**src/rtl/dmem_responder_pkg.sv**
```systemverilog
// MMIO address map, funct3 encodings and STATUS register layout for the data-memory responder.
package Dmem_Map_PKG;

    localparam logic [7:0] CONSOLE_TX = 8'h00;
    localparam logic [7:0] STATUS     = 8'h04;
    localparam logic [7:0] CYCLE      = 8'h08;
    localparam logic [7:0] ERR_ADDR   = 8'h0C;

    typedef enum logic [2:0] {
        F3_B  = 3'b000,
        F3_H  = 3'b001,
        F3_W  = 3'b010,
        F3_BU = 3'b100,
        F3_HU = 3'b101
    } funct3_e;

    localparam int ST_FULL    = 0;
    localparam int ST_EMPTY   = 1;
    localparam int ST_MIS     = 2;
    localparam int ST_OVF     = 3;
    localparam int ST_COUNT   = 4;
    localparam int ST_COUNT_W = 4;

endpackage

```
**src/rtl/tx_fifo.sv**
```systemverilog
// Small synchronous FIFO feeding the console TX port; a pop frees a slot for a push in the same cycle.
module tx_fifo #(
    parameter int WIDTH = 8,
    parameter int DEPTH = 4
) (
    input  logic                   clk,
    input  logic                   reset,
    input  logic                   push,
    input  logic [WIDTH-1:0]       push_data,
    input  logic                   pop,
    output logic [WIDTH-1:0]       pop_data,
    output logic                   full,
    output logic                   empty,
    output logic [$clog2(DEPTH):0] count
);

    localparam int PTR_W = $clog2(DEPTH);
    localparam int CNT_W = PTR_W + 1;

    logic [WIDTH-1:0] mem_q [DEPTH];
    logic [PTR_W-1:0] wr_ptr_q, wr_ptr_d;
    logic [PTR_W-1:0] rd_ptr_q, rd_ptr_d;
    logic [CNT_W-1:0] count_q, count_d;
    logic             do_push, do_pop;

    assign empty    = (count_q == '0);
    assign full     = (count_q == CNT_W'(DEPTH));
    assign count    = count_q;
    assign do_pop   = pop && !empty;
    assign do_push  = push && (!full || do_pop);
    assign pop_data = empty ? '0 : mem_q[rd_ptr_q];

    always_comb begin
        // NOTE: every output of this block gets a default first so no path leaves it unassigned (no latch).
        wr_ptr_d = wr_ptr_q;
        rd_ptr_d = rd_ptr_q;
        count_d  = count_q;
        if (do_push) wr_ptr_d = wr_ptr_q + PTR_W'(1);
        if (do_pop)  rd_ptr_d = rd_ptr_q + PTR_W'(1);
        case ({do_push, do_pop})
            2'b10:   count_d = count_q + CNT_W'(1);
            2'b01:   count_d = count_q - CNT_W'(1);
            default: ;
        endcase
    end

    always_ff @(posedge clk) begin
        // NOTE: sequential state uses non-blocking assignments so all flops see pre-edge values.
        if (reset) begin
            wr_ptr_q <= '0;
            rd_ptr_q <= '0;
            count_q  <= '0;
        end else begin
            wr_ptr_q <= wr_ptr_d;
            rd_ptr_q <= rd_ptr_d;
            count_q  <= count_d;
        end
    end

    // NOTE: storage is deliberately not reset; the pointers and count define which entries are live.
    always_ff @(posedge clk) begin
        if (do_push && !reset) mem_q[wr_ptr_q] <= push_data;
    end

endmodule

```
**src/rtl/dmem_responder.sv**
```systemverilog
// MEM-stage load/store responder: 256-byte lane RAM with sized/extended accesses plus an MMIO window
// holding the console TX FIFO, a cycle counter and sticky misalignment/overflow status.
module dmem_responder
    import Dmem_Map_PKG::*;
#(
    parameter int ADDR_W     = 9,
    parameter int DATA_W     = 32,
    parameter int FIFO_DEPTH = 4
) (
    input  logic              clk,
    input  logic              reset,
    input  logic              MemRead,
    input  logic              MemWrite,
    input  logic [ADDR_W-1:0] addr,
    input  logic [DATA_W-1:0] wr_data,
    input  logic [2:0]        funct3,
    output logic [DATA_W-1:0] rd_data,
    output logic              tx_valid,
    output logic [7:0]        tx_data,
    input  logic              tx_ready,
    output logic              err
);

    localparam int CNT_W = $clog2(FIFO_DEPTH) + 1;

    logic              is_mmio;
    logic [7:0]        offset;
    logic [5:0]        word_idx;
    logic [1:0]        lane;
    logic              half_acc, word_acc, misaligned;
    logic              store_ok, load_ok;
    logic [3:0]        lane_we;
    logic [3:0][7:0]   lane_wd;
    logic [3:0][7:0]   ram_q [64];
    logic [3:0][7:0]   ram_word;
    logic [7:0]        ram_byte;
    logic [15:0]       ram_half;
    logic [DATA_W-1:0] ram_rd, mmio_rd, status_word;
    logic              push, status_wr, ovf_set;
    logic              fifo_full, fifo_empty;
    logic [CNT_W-1:0]  fifo_count;

    logic [DATA_W-1:0] cycle_q, cycle_d;
    logic              mis_q, mis_d;
    logic              ovf_q, ovf_d;
    logic [ADDR_W-1:0] err_addr_q, err_addr_d;

    assign is_mmio  = addr[ADDR_W-1];
    assign offset   = addr[7:0];
    assign word_idx = addr[7:2];
    assign lane     = addr[1:0];

    // A concurrent read+write is treated as a store, so only the store encodings decide its alignment.
    always_comb begin
        half_acc = 1'b0;
        if (MemWrite)     half_acc = (funct3 == F3_H);
        else if (MemRead) half_acc = (funct3 == F3_H) || (funct3 == F3_HU);
        word_acc   = (MemRead || MemWrite) && (funct3 == F3_W);
        misaligned = (half_acc && addr[0]) || (word_acc && (lane != 2'b00));
    end

    assign store_ok = MemWrite && !misaligned;
    assign load_ok  = MemRead && !MemWrite && !misaligned;

    always_comb begin
        lane_we = '0;
        lane_wd = wr_data[31:0];
        if (store_ok && !is_mmio && !reset) begin
            case (funct3)
                F3_B: begin
                    lane_we[lane] = 1'b1;
                    lane_wd       = {4{wr_data[7:0]}};
                end
                F3_H: begin
                    lane_we[{lane[1], 1'b0}] = 1'b1;
                    lane_we[{lane[1], 1'b1}] = 1'b1;
                    lane_wd                  = {2{wr_data[15:0]}};
                end
                F3_W:    lane_we = 4'hF;
                default: ;
            endcase
        end
    end

    always_ff @(posedge clk) begin
        for (int l = 0; l < 4; l++) begin
            if (lane_we[l]) ram_q[word_idx][l] <= lane_wd[l];
        end
    end

    always_comb begin
        ram_word = ram_q[word_idx];
        ram_byte = ram_word[lane];
        ram_half = lane[1] ? ram_word[3:2] : ram_word[1:0];
        case (funct3)
            F3_B:    ram_rd = {{24{ram_byte[7]}}, ram_byte};
            F3_BU:   ram_rd = {24'b0, ram_byte};
            F3_H:    ram_rd = {{16{ram_half[15]}}, ram_half};
            F3_HU:   ram_rd = {16'b0, ram_half};
            F3_W:    ram_rd = ram_word;
            default: ram_rd = '0;
        endcase
    end

    always_comb begin
        status_word                           = '0;
        status_word[ST_FULL]                  = fifo_full;
        status_word[ST_EMPTY]                 = fifo_empty;
        status_word[ST_MIS]                   = mis_q;
        status_word[ST_OVF]                   = ovf_q;
        status_word[ST_COUNT +: ST_COUNT_W]   = ST_COUNT_W'(fifo_count);
        case (offset)
            STATUS:   mmio_rd = status_word;
            CYCLE:    mmio_rd = cycle_q;
            ERR_ADDR: mmio_rd = DATA_W'(err_addr_q);
            default:  mmio_rd = '0;
        endcase
        rd_data = '0;
        if (load_ok) rd_data = is_mmio ? mmio_rd : ram_rd;
    end

    assign push      = store_ok && is_mmio && (offset == CONSOLE_TX);
    assign status_wr = store_ok && is_mmio && (offset == STATUS);
    assign ovf_set   = push && fifo_full && !tx_ready;

    tx_fifo #(
        .WIDTH (8),
        .DEPTH (FIFO_DEPTH)
    ) u_tx_fifo (
        .clk       (clk),
        .reset     (reset),
        .push      (push),
        .push_data (wr_data[7:0]),
        .pop       (tx_ready),
        .pop_data  (tx_data),
        .full      (fifo_full),
        .empty     (fifo_empty),
        .count     (fifo_count)
    );

    assign tx_valid = !fifo_empty;
    assign err      = mis_q || ovf_q;

    // Clears are applied before sets so a coincident set event wins.
    always_comb begin
        cycle_d    = cycle_q + DATA_W'(1);
        mis_d      = mis_q;
        ovf_d      = ovf_q;
        err_addr_d = err_addr_q;
        if (status_wr && wr_data[ST_MIS]) mis_d = 1'b0;
        if (status_wr && wr_data[ST_OVF]) ovf_d = 1'b0;
        if (misaligned) begin
            mis_d = 1'b1;
            if (!mis_q) err_addr_d = addr;
        end
        if (ovf_set) ovf_d = 1'b1;
    end

    always_ff @(posedge clk) begin
        if (reset) begin
            cycle_q    <= '0;
            mis_q      <= 1'b0;
            ovf_q      <= 1'b0;
            err_addr_q <= '0;
        end else begin
            cycle_q    <= cycle_d;
            mis_q      <= mis_d;
            ovf_q      <= ovf_d;
            err_addr_q <= err_addr_d;
        end
    end

endmodule
```
**config.mk**
```make
export PLATFORM = sky130hd
export DESIGN_NAME = dmem_responder
export DESIGN_NICKNAME = d
export VERILOG_FILES = /design/src/rtl/dmem_responder_pkg.sv /design/src/rtl/tx_fifo.sv /design/src/rtl/dmem_responder.sv
export SDC_FILE = /design/constraint.sdc
export NUM_CORES = 2
export LEC_CHECK = 0
export CORE_ASPECT_RATIO = 2
export CORE_MARGIN = 5
export CORE_UTILIZATION = 50
export CTS_BUF_LIST = sky130_fd_sc_hd__clkbuf_16
export DETAILED_ROUTE_END_ITERATION = 12
export PLACE_DENSITY = 0.73
export SYNTH_ARGS = -nofsm -noshare
export SYNTH_HDL_FRONTEND = slang
export SYNTH_SLANG_ARGS = --single-unit
```
**constraint.sdc**
```tcl
create_clock -name clk -period 6.1 [get_ports clk]
set_clock_uncertainty 0.1 [all_clocks]
set_input_delay 1.22 -clock clk [delete_from_list [all_inputs] [get_ports clk]]
set_output_delay 1.22 -clock clk [all_outputs]
set_load 0.03 [all_outputs]
```
Yosys cells after proc, flatten, opt, wreduce, memory -nomap -nowiden --
Memory sizes are Yosys's and may differ from the RTL's. A register that Yosys moved wholly into a read port is not among the register bits. Index checks and enable logic that the tools add are counted.
Storage, ports and cells: bits in registers 50, bits in writable memories 2080, bits of input ports 49, output and inout port bits 42, logic and storage cells 110, memories kept 2
Operators by class: add/sub/neg operators 5, magnitude comparators 6, equality and inequality tests 10, muxes and demuxes 37, bitwise gates (word level) 2, reductions and logical operators 41
Memories:
- ram_q | words 64, width 32, read ports 1, clocked after Yosys merged registers in 0, wr ports 1, RTL line dmem_responder.sv:34 | logic [3:0][7:0] ram_q [64];
- u_tx_fifo.mem_q | words 4, width 8, read ports 1, clocked after Yosys merged registers in 1, wr ports 1, RTL line tx_fifo.sv:20 | logic [WIDTH-1:0] mem_q [DEPTH];
Operator list (number):
- 32-bit one-hot mux with 5 select lines | 1
- 32-bit 2-to-1 mux | 3
- 32-bit one-hot mux with 3 select lines | 1
- 32-bit one-hot mux with 2 select lines | 1
- 32-bit by 1-bit adder with 32-bit output (second input constant) | 1
- 1-bit logical AND | 21
- 1-bit 2-to-1 mux | 19
- 8-bit binary-select mux with 2-bit select | 1
- 8-bit by 4-bit == test with 1-bit output (second input constant) | 2
- 16-bit 2-to-1 mux | 1
- 8-bit 2-to-1 mux | 2
- 4-bit one-hot mux with 3 select lines | 1
- 3-bit == test (second input constant) | 3
- 2-bit by 3-bit < comparator with 1-bit output (second input constant) | 3
- 8-bit by 3-bit == test with 1-bit output (second input constant) | 1
- 8-bit zero test | 1
- 2-bit nonzero test | 4
- 1-bit zero test | 7
- 2-bit by 1-bit >= comparator with 1-bit output (second input constant) | 3
- 3-bit zero test | 2
- 3-bit one-hot mux with 2 select lines | 1
- 1-bit logical OR | 5
- 2-bit by 1-bit adder with 2-bit output (second input constant) | 2
- 2-bit 2-to-1 mux | 2
- other kinds (12) | 13

Longest topological paths before layout --
depth after elaboration 14, depth in mapped cells 14, mapped depth without buffers 10

Cells and area by module --
Synthesis repeated with hierarchy kept, for this count alone.
Unflattened totals: cell total of the unflattened synthesis 4497, area, all modules 85675.9 um2
Modules (own cells, without submodules):
- dmem_responder | times used 1, cells each 4379, area each 83884.2 um2
- tx_fifo | times used 1, cells each 118, area each 1791.7 um2

Worst setup path after synthesis --
OpenSTA, ideal clock, no wires.
path type input -> register, from input funct3[0], to memory ram_q[0][24] (netlist bit) (data pin), library setup time 702 ps, arrival time 5179 ps, required time 5298 ps, slack 119 ps, stages 9, path buffers 3, path through buf_2 > and3b_1 > a21oi_1 > o32ai_1 > nand4bb_1 > or2_2 > clkbuf_1 > clkbuf_1 > o21ai_0
RTL lines:
- start, declared | RTL line dmem_responder.sv:16 | input logic [2:0] funct3,
- end, declared | RTL line dmem_responder.sv:34

Worst setup path in the final report --
from input addr[3], to output rd_data[0]
On the way: word-level cells in the longest chain between the ends 6, elaborated cells on any way between the ends 11
Ends and longest elaborated chain:
- start, declared | RTL line dmem_responder.sv:14 | input logic [ADDR_W-1:0] addr,
- memory read 64 x 32 bit
- 8-bit binary-select mux with 2-bit select | RTL line dmem_responder.sv:93 | ram_byte = ram_word[lane];
- 8-bit 2-to-1 mux (implied by the code) | RTL line dmem_responder.sv:93
- 32-bit one-hot mux with 5 select lines | RTL line dmem_responder.sv:95 | case (funct3)
- 32-bit 2-to-1 mux (*) (2 in a row) | RTL line dmem_responder.sv:119 | if (load_ok) rd_data = is_mmio ? mmio_rd : ram_rd;
- end, declared | RTL line dmem_responder.sv:17 | output logic [DATA_W-1:0] rd_data,
Mark *: on every way between the ends. The rest lies on a longest branch, timed or not. The select of a mux whose other input is x is not followed.

==> results.py <==
metrics = {
    "logic_synthesis": {
        "ys_ff_latch": 2132,
        "synthCells": 4556,
        "synth.largest_area_cell": "edfxtp_1",
        "yosysWarnings": 0,
        "syn_area_sq_um": 85400,
        "synth_top_area_share": 0.731,
        "dominantRegCellSynth": "edfxtp_1",
        "yosys-top-cells-area": "edfxtp_1, mux4_2, mux2i_1, nor2_1, dfxtp_1",
        "avgSynthCellArea_sq_um": 18.8,
        "synthArstFlopShare": 0,
        "yosysSeqAreaShare": 0.743,
        "syn_nets": 4612,
        "ys_types": 86,
        "synth-edff-count": 2080,
    },
    "worst_setup_path": {
        "worstPathCellList": "buf_8 -> buf_12 -> buf_4 -> mux2i_1 -> a21oi_1 -> nand2_1 -> o21ai_0 -> clkbuf_4 -> or3_1 -> buf_12 -> nor3_1 -> or4_1 -> a21oi_1 -> buf_4",
        "critPathMaxStageDelay_ps": 490,
        "start_kind": "primary input",
        "cp.arrival_ps": 4710,
        "slowest_stage": "or4_1",
        "required_ps": 4780,
        "crit_fanout": 28,
        "path_class": "in2out",
        "end_kind": "primary output",
    },
    "sta": {
        "slew_violations": 0,
        "fin_crit_sh": 0.989,
        "max_freq_ghz": 0.166,
        "rsz0062_at_grt": "no",
        "setup_viol": 0,
        "max_slew_margin": 0.0691,
        "worst_slew_pin_slew_ps": 1390,
        "hold_viol_final": 0,
        "min_period_ps": 6030,
    },
    "global_routing": {
        "grt_pass1_vias": 47800,
        "grt_pass1_wl_mm": 373,
        "grt_max_degree": 65,
        "grt_overflow": 0,
        "antenna_found_initial": 22,
        "grt_usage": 0.299,
    },
    "floorplanning": {
        "die_w_um": 302,
        "die_y_um": 595,
        "dieArea_sq_um": 180000,
        "start_util": 0.502,
        "rows": 214,
        "coreArea_sq_um": 170000,
        "ioPinCount": 91,
    },
    "clocking": {
        "h-tree-depth": 4,
        "hold_buffers": 0,
        "clk_pin_slew_ps": 70,
        "clk_path_buf_depth": 4,
        "cts_tree": "built",
        "cts-buffers-inserted": 172,
        "root_buffer": "clkbuf_16",
        "clk-insertion-delay-late_ps": 830,
        "clock-sinks": 2132,
    },
    "worst_hold_path": {
        "hold_class": "reg2reg",
    },
    "placement": {
        "dp_hpwl_mm": 186,
        "placed_area_sq_um": 90400,
        "gp_congestion": 1.02,
        "portBuffers": 90,
    },
    "finish": {
        "nets": 4914,
        "multi_input_area_sq_um": 20200,
        "syn_to_final_growth_pct": 12.0,
        "final.fill_count": 12500,
        "final_cell_area_sq_um": 95700,
        "seq_area_sq_um": 63500,
        "drive_above_1_share": 0.224,
    },
    "routing": {
        "vias": 48300,
        "ant_nets": 0,
        "routed_wl_mm": 271,
        "vias_per_cell": 6.64,
        "drcViolationCount": 59,
        "routedWlPerCell_um": 37.3,
        "first_pass_iters": 13,
        "drt_iter0_drc": 7395,
    },
    "power_and_ir_drop": {
        "ir_drop_v": 0.000209,
        "power_mw": 28.7,
        "cellPowerDensity_nw_per_um2": 300,
        "power_leakage_nw": 30.3,
    },
    "status": {
        "violations": "DRC",
        "status": "complete, but fails checks",
    },
    "flow_run": {
        "max_cap_viol_count": 0,
    },
}
[sequential cells by signal, indices dropped and copies added (netlist names), named ones only]
name / flops
cycle_q: 32
u_tx_fifo.mem_q: 32
u_tx_fifo.wr_ptr_q: 2
u_tx_fifo.count: 3
ovf_q: 1
u_tx_fifo.rd_ptr_q: 2
mis_q: 1
err_addr_q: 9
ram_q: 2048
[cells in the mapped netlist (all sizes together), types with 9 or more instances]
cell	n
o21ai	115
mux2	79
a21oi	91
a31oi	22
a211oi	29
a22oi	41
nor2	376
o211ai	22
nor2b	27
clkbuf	95
or3	15
nor3	22
nand4	15
nand2	219
inv	34
nand2b	12
o22ai	88
xnor2	9
nand3	34
and3	11
edfxtp	2080
mux4	393
xor2	21
dfxtp	52
o221ai	29
mux2i	257
and2	23
a221oi	36
nor4	10
buf	178
[worst max-delay path, delay by kind of cell]
kind / cells / cell delay, ps
buf+inv: 6 / 1570
compound gates: 3 / 840
simple gates: 4 / 820
mux: 1 / 180
[layout by cell type, fill, tap and decap left out, types with 65 or more instances in the layout]
cell	n
a21oi_1	90
buf_4	289
clkbuf_16	173
edfxtp_1	2080
inv_1	65
mux2_2	69
mux2i_1	256
mux4_2	393
nand2_1	217
nor2_1	375
o21ai_0	91
o22ai_1	88
[kinds of logic (layout without fill, tap and decap cells)]
kind of cell | after synthesis | count (layout) | synth area share
AO/OA/AOI/OAI | 548 | 548 | 0.0441
XOR/XNOR | 30 | 30 | 0.00308
adder cells (fa/ha/maj) | 7 | 7 | 0.00111
buffers and inverters | 307 | 736 | 0.0224
flip-flops | 2132 | 2132 | 0.743
multiplexers | 729 | 729 | 0.144
other | 0 | 13 | 0
AND/OR/NAND/NOR | 803 | 803 | 0.0418
[stage by stage]
step / instances / worst slack (ps) / hold WS (ps) / TNS [ps] / util
2_1_floorplan: 4556 / 119 / 330 / 0 / -
3_3_place_gp: 6949 / -67.9 / 352 / -134 / 0.532
3_5_place_dp: 6949 / -18.7 / 365 / -18.7 / 0.532
4_1_cts: 7250 / 98.1 / 381 / 0 / 0.562
5_1_grt: 7256 / 20.5 / 400 / 0 / 0.563
6_report: 7266 / 70.0 / 376 / 0 / 0.563
[routing by layer]
metal,up-vias,global-route usage,part of all wire
met3,1210,0.0851,0.11
met1,24300,0.318,0.29
met4,20,0.266,0.12
met2,3686,0.481,0.48
met5,-,0.00325,0.00061
li1,19000,-,-
[report_power, final]
part | switching, mW | internal [mW] | total (mW) | leakage [nW]
Combinational | 1.29 | 0.649 | 1.94 | 8.58
Clock | 5.10 | 5.59 | 10.7 | 2.67
Sequential | 0.00755 | 16.1 | 16.1 | 19.1
[worst paths after layout]
path                   start           to  slack (ps)  cells past startpoint
setup / recovery     addr[3]   rd_data[0]          70                     14
hold / removal    cycle_q[0]   cycle_q[0]         380                      1
setup reg to reg  cycle_q[0]  cycle_q[30]        3300                      9
hold reg to reg   cycle_q[0]   cycle_q[0]         380                      1
[area by class of cell]
type,instances,share of cell area
antenna,13,0.000340
clock buffer,173,0.0452
clock inverter,128,0.00910
inverter,34,0.00139
multi-input combinational,2117,0.211
sequential,2132,0.664
tap,2268,0.0297
timing repair buffer,401,0.0394
[what timing repair did]
item,4_1_cts,5_1_grt
buffers inserted,0,2
setup endpoints to repair,2,5
resized for setup,1,4
Power figures use the tool's default switching activity.
